--- src/rtl/blinds_pos_ctrl.sv ---
// Roller-blind position controller: button edges set a target level, and the
// committed position {a,b} walks one level per STEP_CYCLES clocks toward it.
module blinds_pos_ctrl #(
    parameter int unsigned STEP_CYCLES = 8
) (
    input  logic       clk,
    input  logic       rst,
    input  logic       btn_up,
    input  logic       btn_down,
    input  logic       btn_close,
    output logic       a,
    output logic       b,
    output logic [1:0] target,
    output logic       moving,
    output logic       done
);

    // state  | meaning
    // IDLE   | pos == target, motor stopped
    // MOVING | pos != target, step counter running
    typedef enum logic {IDLE, MOVING} state_t;

    localparam logic [15:0] STEP_LAST = 16'(STEP_CYCLES - 1);

    state_t      state, state_nx;
    logic [15:0] cnt, cnt_nx;
    logic [1:0]  pos, pos_nx, pos_step, target_nx;
    logic        done_nx;
    logic        up_q, down_q, close_q;
    logic        up_edge, down_edge, close_edge;

    assign up_edge    = btn_up & ~up_q;
    assign down_edge  = btn_down & ~down_q;
    assign close_edge = btn_close & ~close_q;

    always_ff @(posedge clk) begin
        // Edge registers track the buttons even in reset, so a button held
        // through reset is not seen as a fresh press afterwards.
        up_q    <= btn_up;
        down_q  <= btn_down;
        close_q <= btn_close;
        if (rst) begin
            state  <= IDLE;
            cnt    <= '0;
            pos    <= 2'd0;
            target <= 2'd0;
            done   <= 1'b0;
        end else begin
            state  <= state_nx;
            cnt    <= cnt_nx;
            pos    <= pos_nx;
            target <= target_nx;
            done   <= done_nx;
        end
    end

    always_comb begin
        target_nx = target;
        if (close_edge) begin
            target_nx = 2'd0;
        end else if (up_edge && down_edge) begin
            target_nx = target;
        end else if (up_edge) begin
            if (target != 2'd3) target_nx = target + 2'd1;
        end else if (down_edge) begin
            if (target != 2'd0) target_nx = target - 2'd1;
        end
    end

    // A step always heads toward the target as it stood before this cycle's command.
    always_comb begin
        pos_step = pos;
        if (target > pos)      pos_step = pos + 2'd1;
        else if (target < pos) pos_step = pos - 2'd1;
    end

    always_comb begin
        state_nx = state;
        cnt_nx   = cnt;
        pos_nx   = pos;
        done_nx  = 1'b0;
        case (state)
            IDLE: begin
                if (target_nx != pos) begin
                    state_nx = MOVING;
                    cnt_nx   = '0;
                end
            end
            MOVING: begin
                if (cnt == STEP_LAST) begin
                    pos_nx = pos_step;
                    cnt_nx = '0;
                    if (pos_step == target_nx) begin
                        state_nx = IDLE;
                        done_nx  = 1'b1;
                    end
                end else if (target_nx == pos) begin
                    state_nx = IDLE;
                    cnt_nx   = '0;
                    done_nx  = 1'b1;
                end else begin
                    cnt_nx = cnt + 16'd1;
                end
            end
            default: begin
                state_nx = IDLE;
                cnt_nx   = '0;
            end
        endcase
    end

    assign moving = (state == MOVING);
    assign a      = pos[1];
    assign b      = pos[0];

endmodule

--- config.mk ---
export PLATFORM = sky130hd
export DESIGN_NAME = blinds_pos_ctrl
export DESIGN_NICKNAME = d
export VERILOG_FILES = /design/src/rtl/blinds_pos_ctrl.sv
export SDC_FILE = /design/constraint.sdc
export NUM_CORES = 1
export LEC_CHECK = 0
export ABC_CLOCK_PERIOD_IN_PS = 5600
export BUFFER_PORTS_ARGS = -buffer_cell sky130_fd_sc_hd__buf_4
export CAP_MARGIN = 25
export CORE_MARGIN = 2
export CORE_UTILIZATION = 55
export DETAILED_ROUTE_END_ITERATION = 8
export GPL_ROUTABILITY_DRIVEN = 0
export GPL_TIMING_DRIVEN = 0
export PLACE_DENSITY = 0.74
export SLEW_MARGIN = 30
export SYNTH_ARGS = -nofsm -noshare
export SYNTH_HDL_FRONTEND = slang
export SYNTH_SLANG_ARGS = --single-unit
export TNS_END_PERCENT = 10
--- constraint.sdc ---
create_clock -name clk -period 5.6 [get_ports clk]
set_clock_uncertainty 0.15 [all_clocks]
set_input_delay 0.56 -clock clk [delete_from_list [all_inputs] [get_ports clk]]
set_output_delay 0.56 -clock clk [all_outputs]
set_load 0.01 [all_outputs]
==> flow_summary.ini, run 1 <==
[clock_network]
cts_hold_buf = 0
cts_max_level = 1
cts_buffer_depth = 2
post_cts.repair.setup_buffers = 0
cts.sinks = 25
ctsRootBufferMaster = clkbuf_4
cts_tree = yes
clk_pin_slew_ps = 130
cts_buffers = 3
worstSkewPairLatency_ps = 330
post_cts_resized = 0

[pwr]
power.density_nw_per_um2 = 182.6
vdd_drop_max_v = 0.0001750
p_leak_uw = 0.0006220

[logic_synthesis]
synth.largest_area_cell = dfxtp_1
synth_top_area_share_pct = 32.65
synth.area.top_cells = dfxtp_1 (33%), nand2_1 (5.4%), o21ai_0 (5.2%), nand3_1 (4.6%), o311ai_2 (3.2%)
synth_ff_type = dfxtp_1
syn_avg_cell_area_um2 = 8.468
syn_nets = 189
ys_ff_latch = 25
synth_cell_types = 48
synth_edf_count = 0
synthCells = 181
syn-cell-area_um2 = 1533
yosysWarnings = 0
ys_async_sr_fraction_pct = 0
yosysSeqAreaShare_pct = 32.65

[die]
fp-row-count = 19
start_util_pct = 56.56
coreArea_um2 = 2710
die_area_um2 = 3225
die_h_um = 56.79
die_x_um = 56.79
top_level_ports = 11

[cells_and_area]
finalNonFillerCells = 226
post-route-util_pct = 61.73
fin_nets = 204
syn2layout_area_growth_pct = 9.143
diodes = 0
nFillCells = 251
ff_latch_area_um2 = 500.5
multi_input_area_um2 = 964.7
drive_gt1_share_pct = 17.44

[global_routing]
grt_pass1_wl_mm = 5.492
antenna_found_initial = 0
grt_max_degree = 14
grt_usage_pct = 21.16
overflow = 0
grt_pass1_vias = 1260

[place]
pre_cts_slack_ps = 3040
port-buffer-count = 10
dp_hpwl_mm = 2.298
dp_cells = 222

[routing]
routed_wl_mm = 3.093
drtIter0Drc = 34
viasPerCell = 6.035
vias = 1364
wire_per_inst_um = 13.69
drc = 0
first_pass_iters = 5
drtAntennaViolNets = 0

[sta]
maxSlewViolCount = 0
max-slew-margin-rel_pct = 54.04
finalWorstSetupSlack_ps = 3007
finalSetupTns_ps = 0
hold_violations = 0
setup_viol = 0
rsz0062_at_grt = no
layout_min_cycle_time_ps = 2593
worst_pin_slew_ps = 684.1
fmax_mhz = 385.6
post-route-period-util_pct = 46.31

[critical_path]
reg2reg_from = pos[1]
r2r_slack_ps = 3010
crit_end = moving
start_kind = flip-flop
end_kind = flip-flop
critPathRequiredTime_ps = 5660
r2r-end = moving
critPathLaunch = pos[1]
crit_type = flip-flop to flip-flop
crit_fanout = 7
cp.arrival_ps = 2650
reg2regPathDepth = 9

[flow_run]
maxCapViolCount = 0

[run_status]
outcome = finished clean

[hold_path]
hold_class = primary input to flip-flop
[registers in the layout, indices dropped and copies added (netlist names)]
name / cells
close_q: 1
moving: 1
target: 2
down_q: 1
pos: 2
cnt: 16
up_q: 1
done: 1
[cell families (layout without fill, tap and decap cells)]
kind of cell	Yosys count	after routing	synth area share [%]
AND/OR/NAND/NOR	87	87	32.33
AO/OA/AOI/OAI	42	42	20.74
flip-flops	25	25	32.65
buffers and inverters	13	27	4.408
XOR/XNOR	9	9	6.041
adder cells (fa/ha/maj)	4	4	3.184
multiplexers	1	1	0.6531
[synth_stat cells, drive strengths merged, types with 4 or more instances]
master / instances
a21oi: 8
and3: 7
buf: 5
dfxtp: 25
inv: 6
nand2: 22
nand2b: 4
nand3: 14
nand4: 4
nand4b: 4
nor2: 7
nor3: 7
nor4: 4
nor4b: 4
o21ai: 18
o311ai: 4
xor2: 5
[how the worst min path moves through the flow]
| stage | start | endpoint | cells past startpoint |
|---|---|---|---|
| 2_1_floorplan | cnt[1] | cnt[1] | 2 |
| 3_3_place_gp | cnt[8] | cnt[8] | 2 |
| 3_5_place_dp | cnt[1] | cnt[1] | 2 |
| 4_1_cts | btn_close | close_q | 1 |
| 5_1_grt | btn_close | close_q | 1 |
| 6_report | btn_close | close_q | 1 |
[final cells by class]
class | instances | area share (%)
well taps | 31 | 2.319
flip-flops and latches | 25 | 29.92
repair buffers | 10 | 4.488
clock buffers | 4 | 1.571
inverters | 6 | 1.346
multi-input cells | 143 | 57.67
plain buffers | 7 | 2.693
[through the flow]
step	hold WS, ps	instance area, um^2	total power [uW]
3_5_place_dp	348.5	1647	225.5
2_1_floorplan	312.4	1533	214.5
4_1_cts	176.9	1673	309.7
3_3_place_gp	337.9	1647	224.3
6_report	182.1	1673	305.5
5_1_grt	169.3	1673	319.4
[power breakdown]
part           internal, uW  leakage (uW)  switching [uW]
combinational          15.9      0.000404            23.1
sequential              181      0.000203            2.09
clock                  28.0     0.0000150            55.9
[placed cells by master (no fill, tap or decap), types with 2 or more instances in the layout]
master and count:
a21oi_1 8, nand2b_1 4, dfxtp_1 25, and3_1 7, buf_6 2, nor2_1 7, nand4_1 3, xnor2_1 3
o21ai_0 16, nor4b_1 4, a31oi_1 2, nor4_1 4, nand2_1 22, inv_1 6, nand4b_1 4, nor3_1 7
clkbuf_1 3, ha_1 3, buf_4 10, buf_2 3, nand3_1 14, clkbuf_4 3, or3_1 2, o311ai_2 3
xor2_1 5
[worst max-delay path: stages (launching register included)]
cell,delay (ps)
dfxtp_1,500
inv_1,170
ha_1,350
nand2_1,80
o2bb2ai_1,120
a22o_1,260
xnor3_1,190
or3_1,350
a21oi_1,200
o41ai_1,110
[layer usage]
metal / wire length [um] / up-vias / global-route usage [%]
met1: 1514 / 632 / 27.87
met3: 146 / 4 / 5.530
met4: 35 / 0 / 5.980
met5: 0 / - / 0
met2: 1397 / 31 / 34.22
li1: - / 697 / -
Power figures use the tool's default switching activity.
==> run 2: changes to the inputs <==
--- a/config.mk
+++ b/config.mk
@@ -5,7 +5,8 @@
 export SDC_FILE = /design/constraint.sdc
 export NUM_CORES = 1
 export LEC_CHECK = 0
-export ABC_CLOCK_PERIOD_IN_PS = 5600
+export ABC_AREA = 1
+export ABC_CLOCK_PERIOD_IN_PS = 2600
 export BUFFER_PORTS_ARGS = -buffer_cell sky130_fd_sc_hd__buf_4
 export CAP_MARGIN = 25
 export CORE_MARGIN = 2
==> constraint.sdc (replaced) <==
create_clock -name clk -period 2.6 [get_ports clk]
set_clock_uncertainty 0.15 [all_clocks]
set_input_delay 0.26 -clock clk [delete_from_list [all_inputs] [get_ports clk]]
set_output_delay 0.26 -clock clk [all_outputs]
set_load 0.01 [all_outputs]
==> flow_summary.ini, run 2 <==
[pwr]
seqPwrFrac_pct = 59.2
intPower_uw = 481.7
combPwrFrac_pct = 14.3
p_leak_uw = 0.0007587
swShare_pct = 27.36
switchingPower_uw = 181.4
clock_power_share_pct = 26.5
power_uw = 663.1
vdd_drop_max_v = 0.0003731
power.density_nw_per_um2 = 368.8

[routing]
drtIter0Drc = 139
viasPerCell = 5.634
first_pass_iters = 4
drtAntennaViolNets = 0
drc = 0
vias = 1679
routed_wl_mm = 3.823
wire_per_inst_um = 12.83

[clock_network]
post_cts.repair.setup_buffers = 0
cts_max_level = 1
worstSkewPairLatency_ps = 320
clk_pin_slew_ps = 140
ctsRootBufferMaster = clkbuf_4
post_cts_resized = 0
cts_tree = yes
cts_buffer_depth = 2
cts.sinks = 25
cts_buffers = 3

[cells_and_area]
multi_input_area_um2 = 955.9
ff_latch_area_um2 = 500.5
largest_reg_flops = 16
syn2layout_area_growth_pct = 10.45
final_cell_mix = nand2_1 (49), inv_1 (31), nor2_1 (30)
top_register = cnt
nFillCells = 273
fin_nets = 276
top_regs = cnt: 16 flops, pos: 2 flops, target: 2 flops
final_area_um2 = 1798
post-route-util_pct = 64.64
drive_gt1_share_pct = 10.11
finalNonFillerCells = 298
diodes = 0
final_common_cell = nand2_1

[critical_path]
reg2reg_from = pos[1]
critPathRequiredTime_ps = 2650
cp.arrival_ps = 2060
r2r-end = moving
critPathLaunch = btn_down
crit_fanout = 10
start_kind = primary input
end_kind = flip-flop
reg2regPathDepth = 14
crit_end = cnt[8]
crit_type = primary input to flip-flop
r2r_slack_ps = 620

[sta]
worst_pin_slew_ps = 505.7
layout_min_cycle_time_ps = 2018
fmax_mhz = 495.6
post-route-period-util_pct = 77.60
setup_viol = 0
hold_violations = 0
finalSetupTns_ps = 0
max-slew-margin-rel_pct = 66.28
maxSlewViolCount = 0
rsz0062_at_grt = no

[global_routing]
antenna_found_initial = 0
grt_usage_pct = 25.15
grt_pass1_vias = 1523
overflow = 0
grt_pass1_wl_mm = 6.810
grt_max_degree = 14

[logic_synthesis]
synth_cell_types = 26
syn_nets = 258
synth_top_area_share_pct = 30.75
synth_ff_type = dfxtp_1
synth_edf_count = 0
synth_commonest_cells = nand2_1 (49), inv_1 (31), nor2_1 (30), dfxtp_1 (25), nand3_1 (24)
yosysSeqAreaShare_pct = 30.75
yosysWarnings = 0
ys_async_sr_fraction_pct = 0
synthCells = 250
yosysMostFrequentCell = nand2_1
synth.area.top_cells = dfxtp_1 (31%), nand2_1 (11%), nand4_1 (8.1%), nand3_1 (7.4%), inv_1 (7.1%)
synth.largest_area_cell = dfxtp_1
syn_avg_cell_area_um2 = 6.511
syn-cell-area_um2 = 1628
ys_ff_latch = 25

[place]
dpl-instance-area_um2 = 1742
dp_hpwl_mm = 2.763
port-buffer-count = 10
dp_cells = 291

[die]
top_level_ports = 11
start_util_pct = 58.52
die_area_um2 = 3411
die_x_um = 58.40
coreArea_um2 = 2781
fp-row-count = 19
die_h_um = 58.40

[hold_path]
hold_class = primary input to flip-flop

[flow_run]
maxCapViolCount = 0

[run_status]
outcome = finished clean
## run 2: critical path, stage by stage
cell and delay [ps]:
dlygate4sd3_1 530, buf_4 110, inv_1 30, nor2_1 130
nand2_1 80, nand2_1 60, nand2_1 70, nand2_2 120
nand2_2 70, nand2_4 120, nand3_4 150, buf_6 180
nand3b_1 90, a21oi_1 60
## run 2: worst min-delay path by stage
stage | start | end | slack (ps) | depth (start not counted)
6_report | rst | pos[1] | 60 | 4
2_1_floorplan | btn_close | close_q | 140 | 0
3_5_place_dp | btn_up | up_q | 230 | 1
5_1_grt | rst | pos[1] | 70 | 4
4_1_cts | rst | pos[1] | 60 | 4
3_3_place_gp | btn_up | up_q | 220 | 1
## run 2: power groups by stage
stage               combinational [uW]  clock (uW)  sequential [uW]
floorplan                         61.2           0              402
CTS                               94.3         183              393
global placement                  89.1           0              401
finish                            94.6         176              392
global route                       106         199              393
detailed placement                90.5           0              401
## run 2: routing by layer
metal / vias to the layer above / global-route usage (%) / wire length, um
met5: - / 0 / 0
met4: 0 / 3.654 / 20
met3: 2 / 4.835 / 192
met2: 47 / 39.49 / 1695
met1: 757 / 36.63 / 1914
li1: 873 / - / -
## run 2: area by class of cell
type	instances	share of cell area, %
multi-input combinational	185	53.17
clock buffer	4	1.461
timing repair buffer	13	5.846
buffer	8	2.853
inverter	32	6.681
tap	31	2.157
sequential	25	27.84
## run 2: stage by stage
stage	setup WS, ps	hold WS (ps)
after floorplan	781.2	137.7
after global placement	665.7	224.4
after detailed placement	672.0	226.1
after CTS	636.0	58.06
after global routing	367.0	68.20
final	582.3	58.72
## run 2: cells by family after synthesis
group	after synthesis	synth area share, %
simple gates	147	44.04
buf+inv	40	10.53
fa+ha+maj	3	2.306
xor+xnor	5	2.690
compound gates	30	9.685
flops	25	30.75
## run 2: repair_timing
| item | CTS | global route |
|---|---|---|
| hold buffers | 3 | 0 |
| endpoints found under the hold margin | 3 | 0 |
| endpoints found under the setup margin | 0 | 0 |
==> run 3: changes to the inputs <==
--- a/config.mk
+++ b/config.mk
@@ -5,8 +5,8 @@
 export SDC_FILE = /design/constraint.sdc
 export NUM_CORES = 1
 export LEC_CHECK = 0
-export ABC_AREA = 1
-export ABC_CLOCK_PERIOD_IN_PS = 2600
+export ABC_AREA = 0
+export ABC_CLOCK_PERIOD_IN_PS = 2050
 export BUFFER_PORTS_ARGS = -buffer_cell sky130_fd_sc_hd__buf_4
 export CAP_MARGIN = 25
 export CORE_MARGIN = 2
==> constraint.sdc (replaced) <==
create_clock -name clk -period 2.05 [get_ports clk]
set_clock_uncertainty 0.15 [all_clocks]
set_input_delay 0.205 -clock clk [delete_from_list [all_inputs] [get_ports clk]]
set_output_delay 0.205 -clock clk [all_outputs]
set_load 0.01 [all_outputs]
==> flow_summary.ini, run 3 (synthesized netlist as in run 1, its figures left out) <==
[run_status]
outcome = finished, violations left
violations = negative setup slack

[pwr]
intPower_uw = 631.4
swShare_pct = 26.96
switchingPower_uw = 233.0
vdd_drop_max_v = 0.0004168
seqPwrFrac_pct = 57.6
combPwrFrac_pct = 16.3
power.density_nw_per_um2 = 457.5
p_leak_uw = 0.0006897
clock_power_share_pct = 26.1

[die]
die_x_um = 56.79
top_level_ports = 11
start_util_pct = 56.56
fp-row-count = 19
coreArea_um2 = 2710
die_h_um = 56.79
die_area_um2 = 3225

[cells_and_area]
multi_input_area_um2 = 1070
fin_nets = 213
drive_gt1_share_pct = 30.39
finalNonFillerCells = 235
final_cell_mix = nand2_1 (21), dfxtp_1 (19), buf_4 (17)
top_register = cnt
nFillCells = 235
ff_latch_area_um2 = 513.0
top_regs = cnt: 16 flops, pos: 2 flops, target: 2 flops
largest_reg_flops = 16
syn2layout_area_growth_pct = 23.27
diodes = 0
final_common_cell = nand2_1
final_area_um2 = 1889

[place]
port-buffer-count = 10
dp_hpwl_mm = 2.361
dp_cells = 222
dpl-instance-area_um2 = 1694

[critical_path]
path_cells = inv_6, ha_4, nand2_4, o2bb2ai_2, a22o_1, xnor2_1, nand4_1, a21oi_2, o41ai_1
crit_family = compound AO/OA/AOI/OAI gates
crit_buf_inv = 1
r2r-end = moving
r2r_slack_ps = -120
crit_type = flip-flop to flip-flop
cp.arrival_ps = 2230
reg2reg_from = target[0]
crit_fanout = 7
start_kind = flip-flop
reg2regPathDepth = 9
end_kind = flip-flop
crit_slowest_cell = dfxtp_4
cp_slowest_stage_delay_ps = 400
critPathRequiredTime_ps = 2110

[global_routing]
antenna_found_initial = 0
grt_usage_pct = 23.10
grt_pass1_vias = 1381
grt_max_degree = 14
grt_pass1_wl_mm = 5.954
overflow = 0

[sta]
max-slew-margin-rel_pct = 62.05
rsz0062_at_grt = yes
hold_violations = 0
finalWorstSetupSlack_ps = -121.4
maxSlewViolCount = 0
setup_viol = 12
worst_pin_slew_ps = 568.1
fmax_mhz = 460.5
layout_min_cycle_time_ps = 2171
post-route-period-util_pct = 105.9

[clock_network]
cts_buffer_depth = 2
cts_buffers = 3
ctsRootBufferMaster = clkbuf_4
cts_tree = yes
worstSkewPairLatency_ps = 320
cts.sinks = 25
cts_max_level = 1
clk_pin_slew_ps = 130

[hold_path]
hold_class = primary input to flip-flop
hold_path_depth = 4
min_from = rst
holdPathEnd = done

[routing]
vias = 1420
drtIter0Drc = 40
drc = 0
routed_wl_mm = 3.451
viasPerCell = 6.043
first_pass_iters = 4
wire_per_inst_um = 14.69
drtAntennaViolNets = 0

[flow_run]
maxCapViolCount = 0
==> run 3: changes by cell type in the layout (fill, tap and decap cells not counted), moves of 6 or more <==
| cell | delta |
|---|---|
| o21ai_0 | +7 |
| nand2_2 | -6 |
| and3_1 | +6 |
| inv_1 | -27 |
| nand2_1 | -28 |
| buf_4 | +6 |
| nor2_1 | -24 |
| nand3_1 | -10 |
| a21oi_1 | -14 |
| nand3b_1 | -8 |
| dfxtp_1 | -6 |
| nand4_1 | -18 |
==> run 3: area by class of cell <==
cell class              count  share of cell area (%)
multi-input cells         143                   56.62
flip-flops and latches     25                   27.15
repair buffers             19                   8.146
plain buffers               7                   3.046
well taps                  31                   2.053
inverters                   6                   1.589
clock buffers               4                   1.391
==> run 3: power by group through the flow <==
stage / registers (uW) / logic [uW] / clock network [uW]
finish: 498 / 141 / 225
global route: 500 / 152 / 253
CTS: 498 / 130 / 235
detailed placement: 509 / 111 / 0
global placement: 509 / 107 / 0
floorplan: 510 / 78.7 / 0
==> run 3: how the worst max path moves through the flow <==
stage | slack, ps | start | to | cells after the start
after floorplan | -7 | target[0] | moving | 9
after global placement | -200 | cnt[0] | cnt[12] | 7
after detailed placement | -250 | cnt[0] | cnt[15] | 7
after CTS | -110 | target[0] | moving | 9
after global routing | -190 | pos[1] | moving | 9
final | -120 | target[0] | moving | 9
==> run 3: layer usage <==
layer / track usage, % / share of wire (%) / vias up
li1: - / - / 712
met2: 39.20 / 47 / 23
met1: 30.09 / 49 / 681
met5: 0 / 0 / -
met3: 4.378 / 3.4 / 4
met4: 5.980 / 0.67 / 0
==> run 3: tightest hold or removal path, cell delays in order <==
cell and delay [ps]:
buf_4 80, nand2b_1 110, a21oi_1 50, o31a_1 90
==> run 3: repair_timing <==
action                                  4_1_cts  5_1_grt
hold endpoints to repair                      3        0
hold buffers                                  3        0
setup buffers                                 6        0
gates cloned                                  0        0
pin swaps                                     6        1
gates resized for setup                      10       15
endpoints found under the setup margin       18       19
==> run 3: per-stage QoR <==
stage	setup slack (ps)	util (%)	total power (uW)	TNS [ps]	hold slack (ps)
3_3_place_gp	-201.2	62.51	615.8	-1769	166.9
2_1_floorplan	-6.961	-	588.3	-12.91	82.72
4_1_cts	-107.6	68.01	862.6	-1010	90.86
6_report	-121.4	69.71	864.4	-706.9	99.33
3_5_place_dp	-245.5	62.51	619.3	-2540	171.5
5_1_grt	-192.4	69.71	905.2	-2133	103.6
